[src/rtl/regfile_wb_arbiter.sv]
// regfile_wb_arbiter
//   Two-port write-back arbiter in front of a register-file write port.
//   Port A (ALU) and port B (load unit) each present valid/rd/wd. One
//   request is accepted per cycle. A contended cycle goes to the port
//   that did not win the previous acceptance. The accepted request is
//   registered onto rf_we/rf_rd/rf_wd for exactly one cycle. Writes to
//   register 0 are accepted but never drive rf_we.
//
// Ports
//   clk        in   system clock, rising edge
//   rst        in   asynchronous active-high reset
//   hold       in   write-back stall, blocks all acceptance
//   a_valid    in   ALU request valid
//   a_rd       in   ALU destination index [4:0]
//   a_wd       in   ALU write data [DW-1:0]
//   a_ready    out  ALU request accepted this cycle (combinational)
//   b_valid    in   load-unit request valid
//   b_rd       in   load-unit destination index [4:0]
//   b_wd       in   load-unit write data [DW-1:0]
//   b_ready    out  load-unit request accepted this cycle (combinational)
//   rf_we      out  register-file write enable (registered)
//   rf_rd      out  register-file destination index (registered)
//   rf_wd      out  register-file write data (registered)
//   conflicts  out  saturating count of contended cycles
module regfile_wb_arbiter #(
  parameter int DW = 32
) (
  input  logic          clk,
  input  logic          rst,
  input  logic          hold,
  input  logic          a_valid,
  input  logic [4:0]    a_rd,
  input  logic [DW-1:0] a_wd,
  output logic          a_ready,
  input  logic          b_valid,
  input  logic [4:0]    b_rd,
  input  logic [DW-1:0] b_wd,
  output logic          b_ready,
  output logic          rf_we,
  output logic [4:0]    rf_rd,
  output logic [DW-1:0] rf_wd,
  output logic [7:0]    conflicts
);

  localparam logic GRANT_A = 1'b0;
  localparam logic GRANT_B = 1'b1;

  logic          r_last_grant;
  logic          r_rf_we;
  logic [4:0]    r_rf_rd;
  logic [DW-1:0] r_rf_wd;
  logic [7:0]    r_conflicts;

  logic          w_a_ready;
  logic          w_b_ready;
  logic          w_accept;
  logic          w_contend;
  logic [4:0]    w_sel_rd;
  logic [DW-1:0] w_sel_wd;

  // Grant decision: readies are forced low during reset or stall; a lone
  // request always wins, a contended cycle goes to the port not granted last.
  always_comb begin
    w_a_ready = 1'b0;
    w_b_ready = 1'b0;
    if (rst || hold) begin
      w_a_ready = 1'b0;
      w_b_ready = 1'b0;
    end else if (a_valid && b_valid) begin
      if (r_last_grant == GRANT_B) begin
        w_a_ready = 1'b1;
      end else begin
        w_b_ready = 1'b1;
      end
    end else begin
      w_a_ready = a_valid;
      w_b_ready = b_valid;
    end
  end

  // Select the winning request's payload; only meaningful when w_accept=1.
  always_comb begin
    w_sel_rd = b_rd;
    w_sel_wd = b_wd;
    if (w_a_ready) begin
      w_sel_rd = a_rd;
      w_sel_wd = a_wd;
    end else begin
      w_sel_rd = b_rd;
      w_sel_wd = b_wd;
    end
  end

  assign w_accept  = w_a_ready | w_b_ready;
  assign w_contend = a_valid & b_valid & ~hold;

  // Priority memory: records the most recent acceptance. Resetting to B
  // makes the first contended cycle after reset go to A.
  always_ff @(posedge clk or posedge rst) begin
    if (rst) begin
      r_last_grant <= GRANT_B;
    end else if (w_accept) begin
      r_last_grant <= w_a_ready ? GRANT_A : GRANT_B;
    end else begin
      r_last_grant <= r_last_grant;
    end
  end

  // Register-file issue stage: one-cycle write pulse per acceptance; index
  // and data hold their last values when nothing is accepted. Register 0 is
  // hardwired, so its writes are accepted but suppressed here.
  always_ff @(posedge clk or posedge rst) begin
    if (rst) begin
      r_rf_we <= 1'b0;
      r_rf_rd <= 5'd0;
      r_rf_wd <= '0;
    end else if (w_accept) begin
      r_rf_we <= (w_sel_rd != 5'd0);
      r_rf_rd <= w_sel_rd;
      r_rf_wd <= w_sel_wd;
    end else begin
      r_rf_we <= 1'b0;
      r_rf_rd <= r_rf_rd;
      r_rf_wd <= r_rf_wd;
    end
  end

  // Contention counter: counts unstalled cycles with both ports requesting,
  // sticking at 255.
  always_ff @(posedge clk or posedge rst) begin
    if (rst) begin
      r_conflicts <= 8'd0;
    end else if (w_contend && (r_conflicts != 8'd255)) begin
      r_conflicts <= r_conflicts + 8'd1;
    end else begin
      r_conflicts <= r_conflicts;
    end
  end

  assign a_ready   = w_a_ready;
  assign b_ready   = w_b_ready;
  assign rf_we     = r_rf_we;
  assign rf_rd     = r_rf_rd;
  assign rf_wd     = r_rf_wd;
  assign conflicts = r_conflicts;

endmodule

[config.mk]
export PLATFORM = sky130hd
export DESIGN_NAME = regfile_wb_arbiter
export DESIGN_NICKNAME = d
export VERILOG_FILES = /design/src/rtl/regfile_wb_arbiter.sv
export SDC_FILE = /design/constraint.sdc
export NUM_CORES = 1
export LEC_CHECK = 0
export ABC_AREA = 1
export BUFFER_PORTS_ARGS = -buffer_cell sky130_fd_sc_hd__buf_2
export CORE_ASPECT_RATIO = 0.7
export CORE_MARGIN = 2
export CORE_UTILIZATION = 45
export CTS_CLUSTER_DIAMETER = 100
export DETAILED_ROUTE_END_ITERATION = 7
export PLACE_DENSITY = 0.82
export SLEW_MARGIN = 20
export SYNTH_ARGS = -nofsm -noshare
export SYNTH_HDL_FRONTEND = slang
export SYNTH_SLANG_ARGS = --single-unit
export TNS_END_PERCENT = 100
[constraint.sdc]
create_clock -name clk -period 1.9 [get_ports clk]
set_input_delay 0.19 -clock clk [delete_from_list [all_inputs] [get_ports clk]]
set_output_delay 0.19 -clock clk [all_outputs]
set_load 0.01 [all_outputs]
==> results.txt <==
----------------------------------------------------
[Yosys]
  Proportion of netlist area held by the largest area contributor ... a little under half
  Syn_nets ... 386
  Fraction of the mapped netlist area in compound gates ... 14.9%
  Syn avg cell area ... 7.85 sq um
  Synth top cells by count ... sky130_fd_sc_hd__nand2_1 (105), sky130_fd_sc_hd__dfrtp_1 (46), sky130_fd_sc_hd__inv_1 (40)
  Number of flops mapped to enable cells by yosys ... 0
  Synthesized instance count ... roughly 310
  Dominant combinational cell family by area after synthesis ... simple AND/OR/NAND/NOR gates
  Cell accounting for the most synthesized area ... sky130_fd_sc_hd__dfrtp_1
  Multiplexer area fraction after synthesis ... 0%
  Sequential share of the synthesized area ... 49.0%
  Async SR Flop Fraction ... 100%
  Area share of xor/xnor cells in the synthesized design ... 2.55%
  Share of synthesized cell area in and, or, nand and nor gates ... 21.6%
  Synthesized flop and latch total ... 47
  Cell with the most instances after synthesis ... sky130_fd_sc_hd__nand2_1
  Yosys warning total ... 0
  Combined area of all synthesized cells ... about 2400 sq um
  Most frequently used flop master after synthesis ... sky130_fd_sc_hd__dfrtp_1
  Post-synthesis share of cell area spent on full adders, half adders and majority gates ... 0.521%
  Synth top area cells ... sky130_fd_sc_hd__dfrtp_1 (48%), sky130_fd_sc_hd__nand2_1 (16%), sky130_fd_sc_hd__o21ai_0 (7.5%)
  Number of different library cells in the post-synthesis netlist ... 24

[Clocking]
  Clock tree from TritonCTS ... done
  Reg clk slew, reported paths ... about 80 ps
  Clock tree root buffer cell ... sky130_fd_sc_hd__clkbuf_8
  Clock net sink count ... 47
  Number of buffers on the longest clock path ... 2
  H-tree Lvls ... 2
  Number of clock buffers inserted by TritonCTS ... 5
  Clock insertion delay at the later pin of the skew report ... 290 ps

[Global route]
  First-pass GRT wire length ... 9620 um
  Total track usage ... 20.3%
  Number of antenna violations at the first check in global routing ... 0
  Total congestion overflow ... 0
  Pin count of the biggest net entering global routing ... 68
  Vias in the first global route ... 2234

[STA]
  Final clock period utilization by the worst path ... between 90 and 100%
  Final Hold Fails ... 0
  Endpoints failing setup ... 0
  Summed negative setup slack over all endpoints ... 0 ps
  Worst setup skew after layout ... 5.24 ps
  Achievable frequency ... 563 MHz
  Final Critical Period ... 1780 ps
  Min Hold Slack ... about 160 ps
  Number of max-slew violations in the final report ... 0
  Unrepaired setup endpoints after global routing ... no
  Tightest slew margin relative to the limit ... 52.3%
  Worst Tran Pin Value ... 713 ps
  Minimum setup slack in the final design ... around 120 ps

[Setup path]
  Required @ worst endpoint ... around 1700 ps
  Startpoint of the worst register-to-register path ... r_last_grant$_DFFE_PP1P_
  Kind of end point of the critical path ... primary output
  Worst-case reg-to-reg path depth ... 4
  Startpoint-to-endpoint class of the critical path ... reg2out
  Critical Path End ... a_ready
  Worst setup path startpoint ... r_last_grant$_DFFE_PP1P_
  Signal arrival time at the worst endpoint ... about 1600 ps
  Register-to-register setup slack ... 200 ps
  Largest fanout of any net on the critical path ... 34
  Worst reg2reg endpoint ... rf_wd[18]$_DFFE_PP0P_
  Startpoint kind of the worst setup timing path ... flip-flop

[Finish]
  Number of diodes ... 0
  Signed area change from the synthesized netlist to the final layout ... 34.2%
  Non-Filler Instances ... just over 500
  Share of post-route cells with drive strength above 1 ... approximately a third
  Count of nets after finishing ... 514

[Placed design]
  Dpl ws ... -205 ps
  Placer's final routability congestion estimate ... between 0.8 and 0.9
  Placed Instances ... 496
  Total half-perimeter wirelength after legalization and detailed placement ... 4180 um
  Port-buffer cells ... 126

[Floorplanning]
  Die width ... 91.3 um
  Core Footprint ... about 5200 sq um
  Row count ... 22
  Vert. Die Dim ... 65.1 um
  IO Pins ... 127
  Initial Util ... approximately 46%
  DIE AREA ... 5950 sq um

[Power and ir drop]
  Cell leakage power ... between 1.5 and 2 nW
  Peak ir drop on the vdd network ... roughly 0.38 mV
  Power density relative to cell area ... 901 nW/um^2

[Run status]
  Result of the run ... completed

[Routing]
  Number of routed nets with antenna violations ... 0
  Vias after detailed routing ... 2363
  DRT Wirelength ... 5870 um
  Number of iterations in the first detailed-routing pass ... 4
  Remaining routing DRC violations ... 0
  Via density per instance ... 4.66
  Drt first-iter violations ... 109
  Average wire length per cell after detail routing ... about 12 um

[Flow run]
  Total of max-cap violations ... 0

[Worst hold path]
  Worst hold path class ... in2reg

----------------------------------------------------
[placed cells by master, fill, tap and decap left out, drive strengths merged]
cell type | synthesis | final
xnor2 | 3 | 3
clkbuf | 0 | 9
nor2 | 9 | 10
a21oi | 2 | 2
o21ai | 66 | 66
o211ai | 1 | 1
or2 | 1 | 1
nand2 | 107 | 107
ha | 1 | 1
buf | 14 | 132
inv | 43 | 43
nand3 | 3 | 3
dfstp | 1 | 1
xor2 | 4 | 4
dfrtp | 46 | 46
nand4 | 4 | 4
nor3 | 1 | 1
dlygate4sd3 | 0 | 1
[metal layers]
layer	GRT usage, %	wire length (um)	vias up
li1	-	-	1207
met4	7.39	48	0
met2	33.3	2680	83
met3	5.05	360	5
met1	26.4	2780	1068
met5	0	0	-
[worst min-delay path by stage]
stage,start,to,slack (ps),depth (start not counted)
2_1_floorplan,b_valid,r_last_grant$_DFFE_PP1P_,310,2
3_3_place_gp,rst,conflicts[3]$_DFFE_PP0P_,290,2
3_5_place_dp,rst,conflicts[6]$_DFFE_PP0P_,290,2
4_1_cts,b_wd[2],rf_wd[2]$_DFFE_PP0P_,160,3
5_1_grt,b_wd[23],rf_wd[23]$_DFFE_PP0P_,190,3
6_report,b_wd[2],rf_wd[2]$_DFFE_PP0P_,160,3
[critical path, stage by stage (launching register included)]
cell                      delay [ps]
sky130_fd_sc_hd__dfstp_2         550
sky130_fd_sc_hd__inv_2            40
sky130_fd_sc_hd__nand2_2         110
sky130_fd_sc_hd__nand3_4          90
sky130_fd_sc_hd__inv_4           150
sky130_fd_sc_hd__buf_16          190
sky130_fd_sc_hd__buf_2           150
[kinds of logic after synthesis]
logic type,Yosys count
and+or+nand+nor,125
AOI/OAI and AO/OA,69
buffers and inverters,57
DFF,47
xor gates and xnor gates,7
adders and majority gates,1
[area by class of cell]
type,instances,area (sq um)
tap,72,90.1
inverter,43,166
fill,508,1980
sequential,47,1180
timing repair buffer,134,747
multi-input combinational,203,961
clock buffer,8,80.1
[registers in the layout, indices dropped and copies added, names as in the netlist]
name and count:
rf_rd 5, conflicts 8, r_last_grant 1, rf_we 1, rf_wd 32
[timing repair]
item / CTS / global route
hold buffers: 1 / 0
endpoints found under the setup margin: 24 / 1
pin swaps: 1 / 0
hold endpoints to repair: 23 / 0
resized for setup: 2 / 3
buffers inserted: 0 / 0
cloned: 1 / 1
[where the power goes]
part           switching (mW)  internal [mW]  leakage, nW
Combinational           0.512          0.405         1.19
Clock                   0.299          0.262       0.0395
Sequential              0.176           1.25        0.583
[through the flow]
step                total power [mW]  instance area, sq um  util (%)
floorplan                       1.92                  2400         -
finish                          2.90                  3220      61.9
global placement                2.31                  3070      59.0
detailed placement              2.35                  3070      59.0
CTS                             2.92                  3180      61.0
global route                    3.11                  3220      61.9
Power figures use the tool's default switching activity.
